===== src/rtl/accel_sample_sequencer.sv =====
`default_nettype none
//============================================================================
// Module   : accel_sample_sequencer
// Brief    : Periodically reads the X, Y and Z accelerometer axes through one
//            shared read port and publishes each coherent triple to the Nios
//            PIO inputs behind a valid/ack handshake, with a sticky overrun
//            flag and a wrapping published-sample counter.
// Options  : define ACCEL_AVG4_EN to publish a 4-sample moving average per
//            axis (adds one pipeline cycle before publication).
// Revision : 1.0 - initial release
//============================================================================
module accel_sample_sequencer #(
  parameter int DATA_W      = 16,
  parameter int DIV_W       = 20,
  parameter int DEFAULT_DIV = 50000
) (
  input  logic              clk_clk,
  input  logic              reset_reset,
  input  logic              enable,
  input  logic              div_load,
  input  logic [DIV_W-1:0]  div_value,
  output logic              rd_req,
  output logic [1:0]        rd_axis,
  input  logic              rd_ack,
  input  logic [DATA_W-1:0] rd_data,
  output logic [DATA_W-1:0] accel_x,
  output logic [DATA_W-1:0] accel_y,
  output logic [DATA_W-1:0] accel_z,
  output logic              sample_valid,
  input  logic              sample_ack,
  output logic              overrun,
  input  logic              overrun_clr,
  output logic [15:0]       sample_count
);

  localparam logic [DIV_W-1:0] C_ONE         = DIV_W'(1);
  localparam logic [DIV_W-1:0] C_DEFAULT_DIV = DIV_W'(DEFAULT_DIV);

  typedef enum logic [2:0] {
    S_IDLE    = 3'd0,
    S_REQ_X   = 3'd1,
    S_REQ_Y   = 3'd2,
    S_REQ_Z   = 3'd3,
    S_PUBLISH = 3'd4
  } state_t;

  state_t                   state_q, state_d;
  logic [DIV_W-1:0]         div_reg_q, div_reg_d;
  logic [DIV_W-1:0]         cnt_q, cnt_d;
  logic [DIV_W-1:0]         w_load_val;
  logic                     w_tick;
  logic                     w_pub;
  logic                     w_ovr_set;
  logic [2:0]               w_cap;
  logic [2:0][DATA_W-1:0]   w_pub_data;
  logic [2:0][DATA_W-1:0]   accel_q;
  logic                     sample_valid_q, sample_valid_d;
  logic                     overrun_q, overrun_d;
  logic [15:0]              sample_count_q;

  // A zero period would never tick; treat it as one clock per tick.
  assign w_load_val = (div_value == '0) ? C_ONE : div_value;
  assign w_tick     = enable && (cnt_q == '0);

  // Divider next state: load wins, disable parks the counter at reload.
  always_comb begin
    div_reg_d = div_reg_q;
    cnt_d     = cnt_q;
    if (div_load) begin
      div_reg_d = w_load_val;
      cnt_d     = w_load_val - C_ONE;
    end else if (!enable || (cnt_q == '0)) begin
      cnt_d = div_reg_q - C_ONE;
    end else begin
      cnt_d = cnt_q - C_ONE;
    end
  end

  // Divider registers.
  always_ff @(posedge clk_clk) begin
    if (reset_reset) begin
      div_reg_q <= C_DEFAULT_DIV;
      cnt_q     <= C_DEFAULT_DIV - C_ONE;
    end else begin
      div_reg_q <= div_reg_d;
      cnt_q     <= cnt_d;
    end
  end

  // Sequencer state register.
  always_ff @(posedge clk_clk) begin
    if (reset_reset) begin
      state_q <= S_IDLE;
    end else begin
      state_q <= state_d;
    end
  end

  // Sequencer next state and read-port outputs; each axis waits for rd_ack.
  always_comb begin
    state_d = state_q;
    rd_req  = 1'b0;
    rd_axis = 2'd0;
    case (state_q)
      S_IDLE: begin
        if (w_tick) state_d = S_REQ_X;
      end
      S_REQ_X: begin
        rd_req  = 1'b1;
        rd_axis = 2'd0;
        if (rd_ack) state_d = S_REQ_Y;
      end
      S_REQ_Y: begin
        rd_req  = 1'b1;
        rd_axis = 2'd1;
        if (rd_ack) state_d = S_REQ_Z;
      end
      S_REQ_Z: begin
        rd_req  = 1'b1;
        rd_axis = 2'd2;
        if (rd_ack) state_d = S_PUBLISH;
      end
      S_PUBLISH: begin
        state_d = S_IDLE;
      end
      default: begin
        state_d = S_IDLE;
      end
    endcase
  end

  // Per-axis capture strobes; rd_ack outside a request state is ignored.
  assign w_cap = {(state_q == S_REQ_Z) && rd_ack,
                  (state_q == S_REQ_Y) && rd_ack,
                  (state_q == S_REQ_X) && rd_ack};

`ifdef ACCEL_AVG4_EN
  logic pipe_q;

  // Sum of four signed samples in DATA_W+2 bits, then arithmetic shift by 2.
  function automatic logic [DATA_W-1:0] avg4(input logic [3:0][DATA_W-1:0] h);
    logic [DATA_W+1:0] sum;
    sum = '0;
    for (int k = 0; k < 4; k++) begin
      sum = sum + {{2{h[k][DATA_W-1]}}, h[k]};
    end
    return sum[DATA_W+1:2];
  endfunction

  // Averages are registered in PUBLISH and released one cycle later.
  always_ff @(posedge clk_clk) begin
    if (reset_reset) begin
      pipe_q <= 1'b0;
    end else begin
      pipe_q <= (state_q == S_PUBLISH);
    end
  end

  assign w_pub = pipe_q;

  for (genvar a = 0; a < 3; a++) begin : g_axis
    logic [3:0][DATA_W-1:0] hist_q;
    logic [DATA_W-1:0]      avg_q;

    // History shifts on every capture; average is taken in PUBLISH.
    always_ff @(posedge clk_clk) begin
      if (reset_reset) begin
        hist_q <= '0;
        avg_q  <= '0;
      end else begin
        if (w_cap[a]) hist_q <= {hist_q[2:0], rd_data};
        if (state_q == S_PUBLISH) avg_q <= avg4(hist_q);
      end
    end

    assign w_pub_data[a] = avg_q;
  end
`else
  assign w_pub = (state_q == S_PUBLISH);

  for (genvar a = 0; a < 3; a++) begin : g_axis
    logic [DATA_W-1:0] shadow_q;

    // Shadow holds this sequence's raw sample until PUBLISH.
    always_ff @(posedge clk_clk) begin
      if (reset_reset) begin
        shadow_q <= '0;
      end else if (w_cap[a]) begin
        shadow_q <= rd_data;
      end
    end

    assign w_pub_data[a] = shadow_q;
  end
`endif

  // Handshake and overrun next state; a set condition beats overrun_clr.
  always_comb begin
    w_ovr_set = (w_pub && sample_valid_q && !sample_ack) ||
                (w_tick && (state_q != S_IDLE));
    sample_valid_d = sample_valid_q;
    if (w_pub) begin
      sample_valid_d = 1'b1;
    end else if (sample_ack) begin
      sample_valid_d = 1'b0;
    end
    overrun_d = overrun_q;
    if (w_ovr_set) begin
      overrun_d = 1'b1;
    end else if (overrun_clr) begin
      overrun_d = 1'b0;
    end
  end

  // Published snapshot, flags and counter.
  always_ff @(posedge clk_clk) begin
    if (reset_reset) begin
      accel_q        <= '0;
      sample_valid_q <= 1'b0;
      overrun_q      <= 1'b0;
      sample_count_q <= '0;
    end else begin
      sample_valid_q <= sample_valid_d;
      overrun_q      <= overrun_d;
      if (w_pub) begin
        accel_q        <= w_pub_data;
        sample_count_q <= sample_count_q + 16'd1;
      end
    end
  end

  assign accel_x      = accel_q[0];
  assign accel_y      = accel_q[1];
  assign accel_z      = accel_q[2];
  assign sample_valid = sample_valid_q;
  assign overrun      = overrun_q;
  assign sample_count = sample_count_q;

endmodule
`default_nettype wire


===== config.mk =====
export PLATFORM = sky130hd
export DESIGN_NAME = accel_sample_sequencer
export DESIGN_NICKNAME = d
export VERILOG_FILES = /design/src/rtl/accel_sample_sequencer.sv
export SDC_FILE = /design/constraint.sdc
export NUM_CORES = 1
export LEC_CHECK = 0
export BUFFER_PORTS_ARGS = -buffer_cell sky130_fd_sc_hd__buf_4
export CORE_ASPECT_RATIO = 0.6
export CORE_UTILIZATION = 62
export CTS_BUF_LIST = sky130_fd_sc_hd__clkbuf_4
export CTS_CLUSTER_DIAMETER = 40
export CTS_CLUSTER_SIZE = 28
export DETAILED_ROUTE_END_ITERATION = 16
export GPL_TIMING_DRIVEN = 0
export PLACE_DENSITY = 0.92
export SETUP_SLACK_MARGIN = 0.5
export SLEW_MARGIN = 40
export SYNTH_ARGS = -nofsm -noshare
export SYNTH_HDL_FRONTEND = slang
export SYNTH_SLANG_ARGS = --single-unit
export TNS_END_PERCENT = 100

===== constraint.sdc =====
create_clock -name clk_clk -period 4.15 [get_ports clk_clk]
set_input_delay 0.2075 -clock clk_clk [delete_from_list [all_inputs] [get_ports clk_clk]]
set_output_delay 0.2075 -clock clk_clk [all_outputs]
set_load 0.01 [all_outputs]

Yosys cells after proc, flatten, opt, wreduce, memory -nomap -nowiden. Index checks and enable logic that the tools add are counted.

Latch bits: 0. Register bits: 157. Word-level logic and storage cells: 57. Output and inout port bits: 69. Memories kept: 0. Input bits: 43. Bits in writable memories: 0. Memory bits (read-only): 0.

Eq/ne operators: 8. Bitwise operators: 0. $lt $le $gt $ge: 0. $add $sub $neg: 4. Div/mod/pow operators: 0. Shift operators: 0. Multiply operators: 0. Mux-type cells: 14. Reductions and logical operators: 19.

Operator list (number): 2-to-1 mux 20 bit (3); subtractor 20 x 1 -> 20 bit, second input constant (3); logical NOT 20 bit (2); adder 16 x 1 -> 16 bit, second input constant (1); 2-to-1 mux 3 bit (4); case mux 3 bit (4 select lines) (1); != test 2 bit, second input constant (4); logical AND 1 bit (7); equality test 3 x 2 -> 1 bit, second input constant (2); 2-to-1 mux 1 bit (5); case mux 2 bit (2 select lines) (1); AND reduction 4 bit (1); nonzero test 2 bit (2); equality test 3 x 1 -> 1 bit, second input constant (1); equality test 3 bit, second input constant (1); logical NOT 3 bit (1); nonzero test 3 bit (1); OR reduction 3 bit (1); logical NOT 1 bit (2); logical OR 1 bit (2).

Longest topological paths before layout. Gate-level depths: netlist of the first run.

Word-level depth: 5. Gate-level depth with buffers: 9. Gate-level depth less buffers: 8.

Worst setup path after synthesis of the first run. OpenSTA, ideal clock, no wires.

Path type: reg-to-reg. Start: register cnt_q[5]. End: register cnt_q[18]. Cell stages (with the launch flop): 9. Setup slack: 1.742 ns. Buffers on the path: 2. Library setup time: 0.072 ns. Arrival time: 2.336 ns. Cells stage by stage: dfxtp_1 -> or4_1 -> buf_2 -> o2111ai_1 -> o211ai_1 -> or3_4 -> buf_6 -> nor4_1 -> mux2i_1.

Cells in the longest elaborated chain, start to end: 4.

Ends and longest elaborated chain: from (decl) (line 49) `logic [DIV_W-1:0] cnt_q, cnt_d;`; from (signal assigned) (line 83) `cnt_q <= C_DEFAULT_DIV - C_ONE;`; from (signal assigned) (line 86) `cnt_q <= cnt_d;`; branches (longest 2 deep; another with subtractor 20 x 1 -> 20 bit); 2-to-1 mux 20 bit * (line 72) `end else if (!enable || (cnt_q == '0)) begin`; 2-to-1 mux 20 bit * (line 69) `if (div_load) begin`.

Mark *: on every way between the ends. A chain may end at the register's enable or synchronous reset.

Worst setup path in the final report of the first run.
Start: register cnt_q[3]. End: register cnt_q[17].

Same word-level chain as after synthesis.

==> flow_summary.ini, run 1 <==
[synth]
yosysWarningCount = 0
synth_area_per_inst_sq_um = 7.917
synth-main-ff-cell = dfxtp_1
synth_enable_flop_cells = 0
synth.top_cell.area_share_pct = 48.71
synth.yosys.seq_area_share_pct = 48.71
post_synth_most_frequent_cells = 244 x nand2_1, 157 x dfxtp_1, 129 x a21oi_1
syn-instance-count = 815
yosysMostFrequentCell = nand2_1
synth_cell_type_count = 59
synth.ff_latch_count = 157
synth.cell_area_sq_um = 6452
synthDominantAreaCellType = dfxtp_1
mappedNetlistNets = 860
synthTopCellsByArea = dfxtp_1 49%, nand2_1 14%, a21oi_1 10%
synth-async-reset-ratio_pct = 0

[drt]
detail_route.wl_per_cell_um = 17.52
detail_route.vias_per_cell = 5.989
route.final.wire_length_um = 19780
vias = 6762
drt_iter0_markers = 783
post-route-drc-count = 0
detailed_router_iteration_count_before_antenna_repair = 8
final_antenna_net_count = 0

[cells_and_area]
fill_cells = 644
final_layout_size_suffix_gt1_share_pct = 15.69
area_growth_pct = 25.21
final_cell_area_excluding_filler_cells_sq_um = 8079
antenna-diode-count = 0
multiInputGateArea_sq_um = 3082
regArea_sq_um = 3143
design.final.nets = 1027

[hold_path]
hold_path_end = cnt_q[0]
hold_path_depth = 4
launch_instance_of_the_worst_min_delay_path = div_value[0]
hold_class = input pin to flip-flop

[worst_setup_path]
critical-path-top-delay-family = simple AND/OR/NAND/NOR gates
critical-path-max-stage-delay_ps = 550
worst_ep_required_time_ps = 4630
critical_path_class = flip-flop to flip-flop
start_kind = flip-flop
r2r-end = cnt_q[17]
cp.buffers_inverters = 1
crit_path_start = cnt_q[3]
rrSetupSlack_ps = 990
worstSetupEndpointType = flip-flop
critical_path.slowest_cell = or4_1
crit_fanout = 10
critical_path_cell_count = 8
worst_r2r_startpoint = cnt_q[3]
critPathArrivalTime_ps = 3640
cp_cell_sequence = nor4_1 > and4_1 > clkbuf_1 > a221o_1 > a22oi_1 > nand4b_1 > or4_1 > a21oi_1
worstRegToRegCells = 8

[place]
gp_routability_congestion = 0.9607
dpl.hpwl_um = 13460
placement.setup.worst_slack_ps = 932.1
postPlaceCellArea_sq_um = 7453
port-buffer-count = 110

[clock_network]
sink_count = 157
cts_inserted_buffers = 17
count_of_buffers_added_by_post_cts_timing_repair_for_setup = 0
tritoncts = built
h-tree-depth = 4
cts-root-buf = clkbuf_4
clock_path_buffers = 2
clkSlewWorstSetupHoldPaths_ps = 140
clkLatencyLatePin_ps = 560

[timing]
report.final.hold_viol_count = 0
achievable_clock_frequency_ghz = 0.3167
worst-slew-pin-transition_ps = 763.1
clock_skew_ps = 17.55
timing.setup.tns_ps = 0
final-max-slew-violation-count = 0
min_period_over_period_pct = 76.09
report.final.setup_viol = 0
rsz0062_at_grt = false
hold_ws_ps = 104.0
fin_ws_ps = 992.2
maxSlewHeadroom_pct = 49.13
period_minus_slack_ps = 3158

[grt]
groute.usage.overall_pct = 36.44
grt_first_pass_wirelength_um = 30060
grt_start_max_net_pins = 17
vias_in_the_first_global_route = 5852
antenna_found_initial = 0
globalRoute.totalOverflow = 0

[floorplan]
io_pins = 112
vert_die_dim_um = 81.02
design.die.area_sq_um = 10830
initial_utilization_pct = 64.62
core_region_area_sq_um = 9985
chip_width_um = 133.7
number_of_placement_rows = 28

[pwr]
leakage_nw = 3.023
ir_drop_uv = 239.5
power.density_nw_per_um2 = 330.2
report.power.total_mw = 2.668

[run_status]
run_status = complete, no violations

[job]
maxCapViolCount = 0
[layout make-up]
class                      instances  share of cell area [%]
timing repair buffer             148                   14.93
multi-input combinational        598                   38.14
sequential                       157                   38.90
clock buffer                      17                   1.580
clock inverter                    14                   1.394
inverter                           8                  0.3717
buffer                            52                   2.586
tap                              135                   2.091
[routing by layer]
metal	up-vias	share of wire, %	global-route usage (%)
li1	3130	-	-
met5	-	0	0
met3	65	14	13.05
met2	483	41	52.33
met1	3084	42	49.80
met4	0	2.4	14.43
[worst reg2reg max path, stage by stage, from the launching register on]
cell      delay, ps
dfxtp_1         470
nor4_1          100
and4_1          200
clkbuf_1        210
a221o_1         390
a22oi_1         490
nand4b_1        500
or4_1           550
a21oi_1         160
[cell families after synthesis]
kind of cell	synth area share, %
and+or+nand+nor	25.00
AOI/OAI and AO/OA	17.45
DFF	48.71
buffers and inverters	3.704
xor gates and xnor gates	2.579
muxes	2.172
adders and majority gates	0.3878
[worst max path at each step]
stage	slack (ps)	end
5_1_grt	890	cnt_q[17]
2_1_floorplan	1740	cnt_q[18]
3_3_place_gp	990	cnt_q[17]
3_5_place_dp	930	cnt_q[17]
6_report	990	cnt_q[17]
4_1_cts	1220	cnt_q[17]
[where the power goes]
group | internal (mW) | total (mW) | leakage, nW | switching [mW]
Clock | 0.244 | 0.837 | 0.123 | 0.593
Combinational | 0.112 | 0.272 | 1.63 | 0.160
Sequential | 1.54 | 1.56 | 1.27 | 0.0232
Total | 1.89 | 2.67 | 3.02 | 0.776
[timing repair]
item | in CTS | in global routing
gates resized for setup | 0 | 0
hold buffers | 38 | 0
endpoints found under the hold margin | 70 | 0
[flip-flops by register name, indices dropped and copies added (netlist names)]
signal           flops
g_axis.shadow_q     48
cnt_q               20
div_reg_q           20
sample_valid         1
accel_x             16
accel_z             16
overrun              1
state_q              3
sample_count        16
accel_y             16
[per-stage QoR]
step / cells / util (%)
floorplan: 815 / -
global placement: 1060 / 74.59
detailed placement: 1060 / 74.65
CTS: 1129 / 80.86
global route: 1129 / 80.91
finish: 1129 / 80.91
[cells in the final DEF (no fill, tap or decap), types with 5 or more instances in the layout]
cell type      netlist  layout
buf_2                5       5
o211ai_1             5       5
dfxtp_1            157     157
xnor2_1              6       6
clkbuf_4             0      17
inv_1                8       8
nand3_1             19      19
buf_4                0     110
mux2i_1             14      14
or3_1                6       6
nand2_1            244     244
nor4_1              10       9
o21ai_0             18      18
nand2b_1             6       6
a21oi_1            129     129
and3_1               8       8
nor2_1              38      38
a22oi_1              5       5
dlygate4sd3_1        0      38
xor2_1              13      13
nor3_1              10       9
nor2b_1              5       5
clkbuf_1            45      45
Power figures use the tool's default switching activity.
==> inputs of run 2 (changes only) <==
--- a/config.mk
+++ b/config.mk
@@ -7,13 +7,13 @@
 export LEC_CHECK = 0
 export BUFFER_PORTS_ARGS = -buffer_cell sky130_fd_sc_hd__buf_4
 export CORE_ASPECT_RATIO = 0.6
-export CORE_UTILIZATION = 62
+export CORE_UTILIZATION = 52
 export CTS_BUF_LIST = sky130_fd_sc_hd__clkbuf_4
 export CTS_CLUSTER_DIAMETER = 40
 export CTS_CLUSTER_SIZE = 28
 export DETAILED_ROUTE_END_ITERATION = 16
 export GPL_TIMING_DRIVEN = 0
-export PLACE_DENSITY = 0.92
+export PLACE_DENSITY = 0.83
 export SETUP_SLACK_MARGIN = 0.5
 export SLEW_MARGIN = 40
 export SYNTH_ARGS = -nofsm -noshare
==> constraint.sdc (replaced) <==
create_clock -name clk_clk -period 2.6 [get_ports clk_clk]
set_input_delay 0.13 -clock clk_clk [delete_from_list [all_inputs] [get_ports clk_clk]]
set_output_delay 0.13 -clock clk_clk [all_outputs]
set_load 0.01 [all_outputs]
==> flow_summary.ini, run 2 (synthesis gave the netlist of run 1 again) <==
[drt]
post-route-drc-count = 0
drt_iter0_markers = 1023
detail_route.wl_per_cell_um = 18.66
vias = 7221
detail_route.vias_per_cell = 5.998
final_antenna_net_count = 0
route.final.wire_length_um = 22460
detailed_router_iteration_count_before_antenna_repair = 6

[cells_and_area]
layout_common_cells = 243 x nand2_1, 141 x buf_4, 138 x dfxtp_1, 123 x a21oi_1, 40 x dlygate4sd3_1
antenna-diode-count = 0
fill_cells = 822
final_layout_size_suffix_gt1_share_pct = 25.31
final_core_util_pct = 74.38
design.final.nets = 1071
final_common_cell = nand2_1
regMostFlops = g_axis.shadow_q
final_cell_area_excluding_filler_cells_sq_um = 8972
area_growth_pct = 39.05
largest_register_ffs = 48
biggestRegsByFlops = g_axis.shadow_q (48), cnt_q (20), div_reg_q (20)

[place]
postPlaceCellArea_sq_um = 7535
port-buffer-count = 110
dpl.hpwl_um = 13730
gp_routability_congestion = 0.9563

[timing]
report.final.hold_viol_count = 0
final-max-slew-violation-count = 0
period_minus_slack_ps = 2664
achievable_clock_frequency_ghz = 0.3753
report.final.setup_viol = 5
maxSlewHeadroom_pct = 49.73
rsz0062_at_grt = true
fin_ws_ps = -64.20
clock_skew_ps = 36.71
min_period_over_period_pct = 102.5
worst-slew-pin-transition_ps = 748.3

[clock_network]
cts-root-buf = clkbuf_4
h-tree-depth = 4
cts_inserted_buffers = 17
tritoncts = built
clkSlewWorstSetupHoldPaths_ps = 140
clkLatencyLatePin_ps = 580
sink_count = 157
clock_path_buffers = 2

[run_status]
run_status = complete, but fails checks
violations = setup timing

[floorplan]
io_pins = 112
core_region_area_sq_um = 12060
design.die.area_sq_um = 12870
chip_width_um = 145.8
number_of_placement_rows = 31
initial_utilization_pct = 53.49
vert_die_dim_um = 88.29

[worst_setup_path]
crit_path_frequent_cell = buf_6
cp_cell_sequence = nor4_4 > nand4_1 > buf_4 > buf_6 > o21ai_4 > buf_6 > a31oi_4 > buf_4 > buf_6 > nand3b_1 > xor2_1 > nor2_1
critical_path_class = flip-flop to flip-flop
start_kind = flip-flop
cp.buffers_inverters = 5
worst_ep_required_time_ps = 3030
crit_fanout = 6
critical_path.slowest_cell = dfxtp_4
critical-path-max-stage-delay_ps = 390
critical-path-top-delay-family = simple AND/OR/NAND/NOR gates
worstSetupEndpointType = flip-flop
critPathArrivalTime_ps = 3100

[grt]
grt_start_max_net_pins = 17
antenna_found_initial = 0
groute.usage.overall_pct = 32.78
globalRoute.totalOverflow = 0
grt_first_pass_wirelength_um = 32440
vias_in_the_first_global_route = 6170

[job]
maxCapViolCount = 0

[pwr]
ir_drop_uv = 338.6
leakage_nw = 3.389
power.density_nw_per_um2 = 525.3

[hold_path]
hold_class = input pin to flip-flop
-- run 2: cell types whose count changed in the layout (fill, tap and decap cells not counted), sizes merged --
| cell | before | now |
|---|---|---|
| dlygate4sd3 | 38 | 40 |
| bufinv | 0 | 2 |
| clkinvlp | 4 | 1 |
| inv | 13 | 16 |
| clkinv | 5 | 3 |
| buf | 117 | 160 |
-- run 2: layout make-up --
cell class / instances / area, sq um / area share (%)
inverter: 8 / 30.03 / 0.3347
buffer: 52 / 240.2 / 2.677
multi-input combinational: 598 / 3398 / 37.87
timing repair buffer: 192 / 1612 / 17.96
tap: 165 / 206.4 / 2.301
clock buffer: 18 / 135.1 / 1.506
clock inverter: 14 / 171.4 / 1.910
sequential: 157 / 3179 / 35.43
-- run 2: final timing paths --
path	from	end	slack, ps	depth (start not counted)
min reg2reg	g_axis[2].shadow_q[15]	accel_z[15]	450	2
max	cnt_q[1]	cnt_q[4]	-60	12
min	div_value[1]	cnt_q[1]	90	6
max reg2reg	cnt_q[1]	cnt_q[4]	-60	12
-- run 2: power by group --
part	switching, mW	internal [mW]
clock	0.989	0.620
sequential	0.0487	2.46
combinational	0.337	0.263
total	1.38	3.34
-- run 2: repair_timing --
action | CTS | global route
buffers inserted | 32 | 8
gates cloned | 2 | 0
endpoints found under the hold margin | 74 | 0
pin swaps | 33 | 17
endpoints found under the setup margin | 24 | 23
resized for setup | 66 | 36
hold buffers | 40 | 0
-- run 2: routing by layer --
layer	routed length [um]	vias to the layer above	track usage [%]
met4	1008	0	12.34
met3	2925	136	7.938
li1	-	3224	-
met5	0	-	0
met1	9531	3285	46.59
met2	8995	576	48.37
-- run 2: through the flow --
stage	cells	TNS (ps)	hold slack, ps	power (mW)	worst slack (ps)
2_1_floorplan	815	0	248.0	2.753	281.3
3_3_place_gp	1090	-4107	364.9	2.905	-462.8
3_5_place_dp	1090	-4507	368.5	2.913	-501.8
4_1_cts	1196	0	35.72	4.612	142.5
5_1_grt	1204	-562.2	86.58	4.835	-142.8
6_report	1204	-234.3	86.16	4.714	-64.20
-- run 2: worst min-delay path: stages --
cell and delay [ps]:
buf_4 120, inv_1 40, a21oi_1 100, nand2_2 90, ha_4 120, nand2_1 30
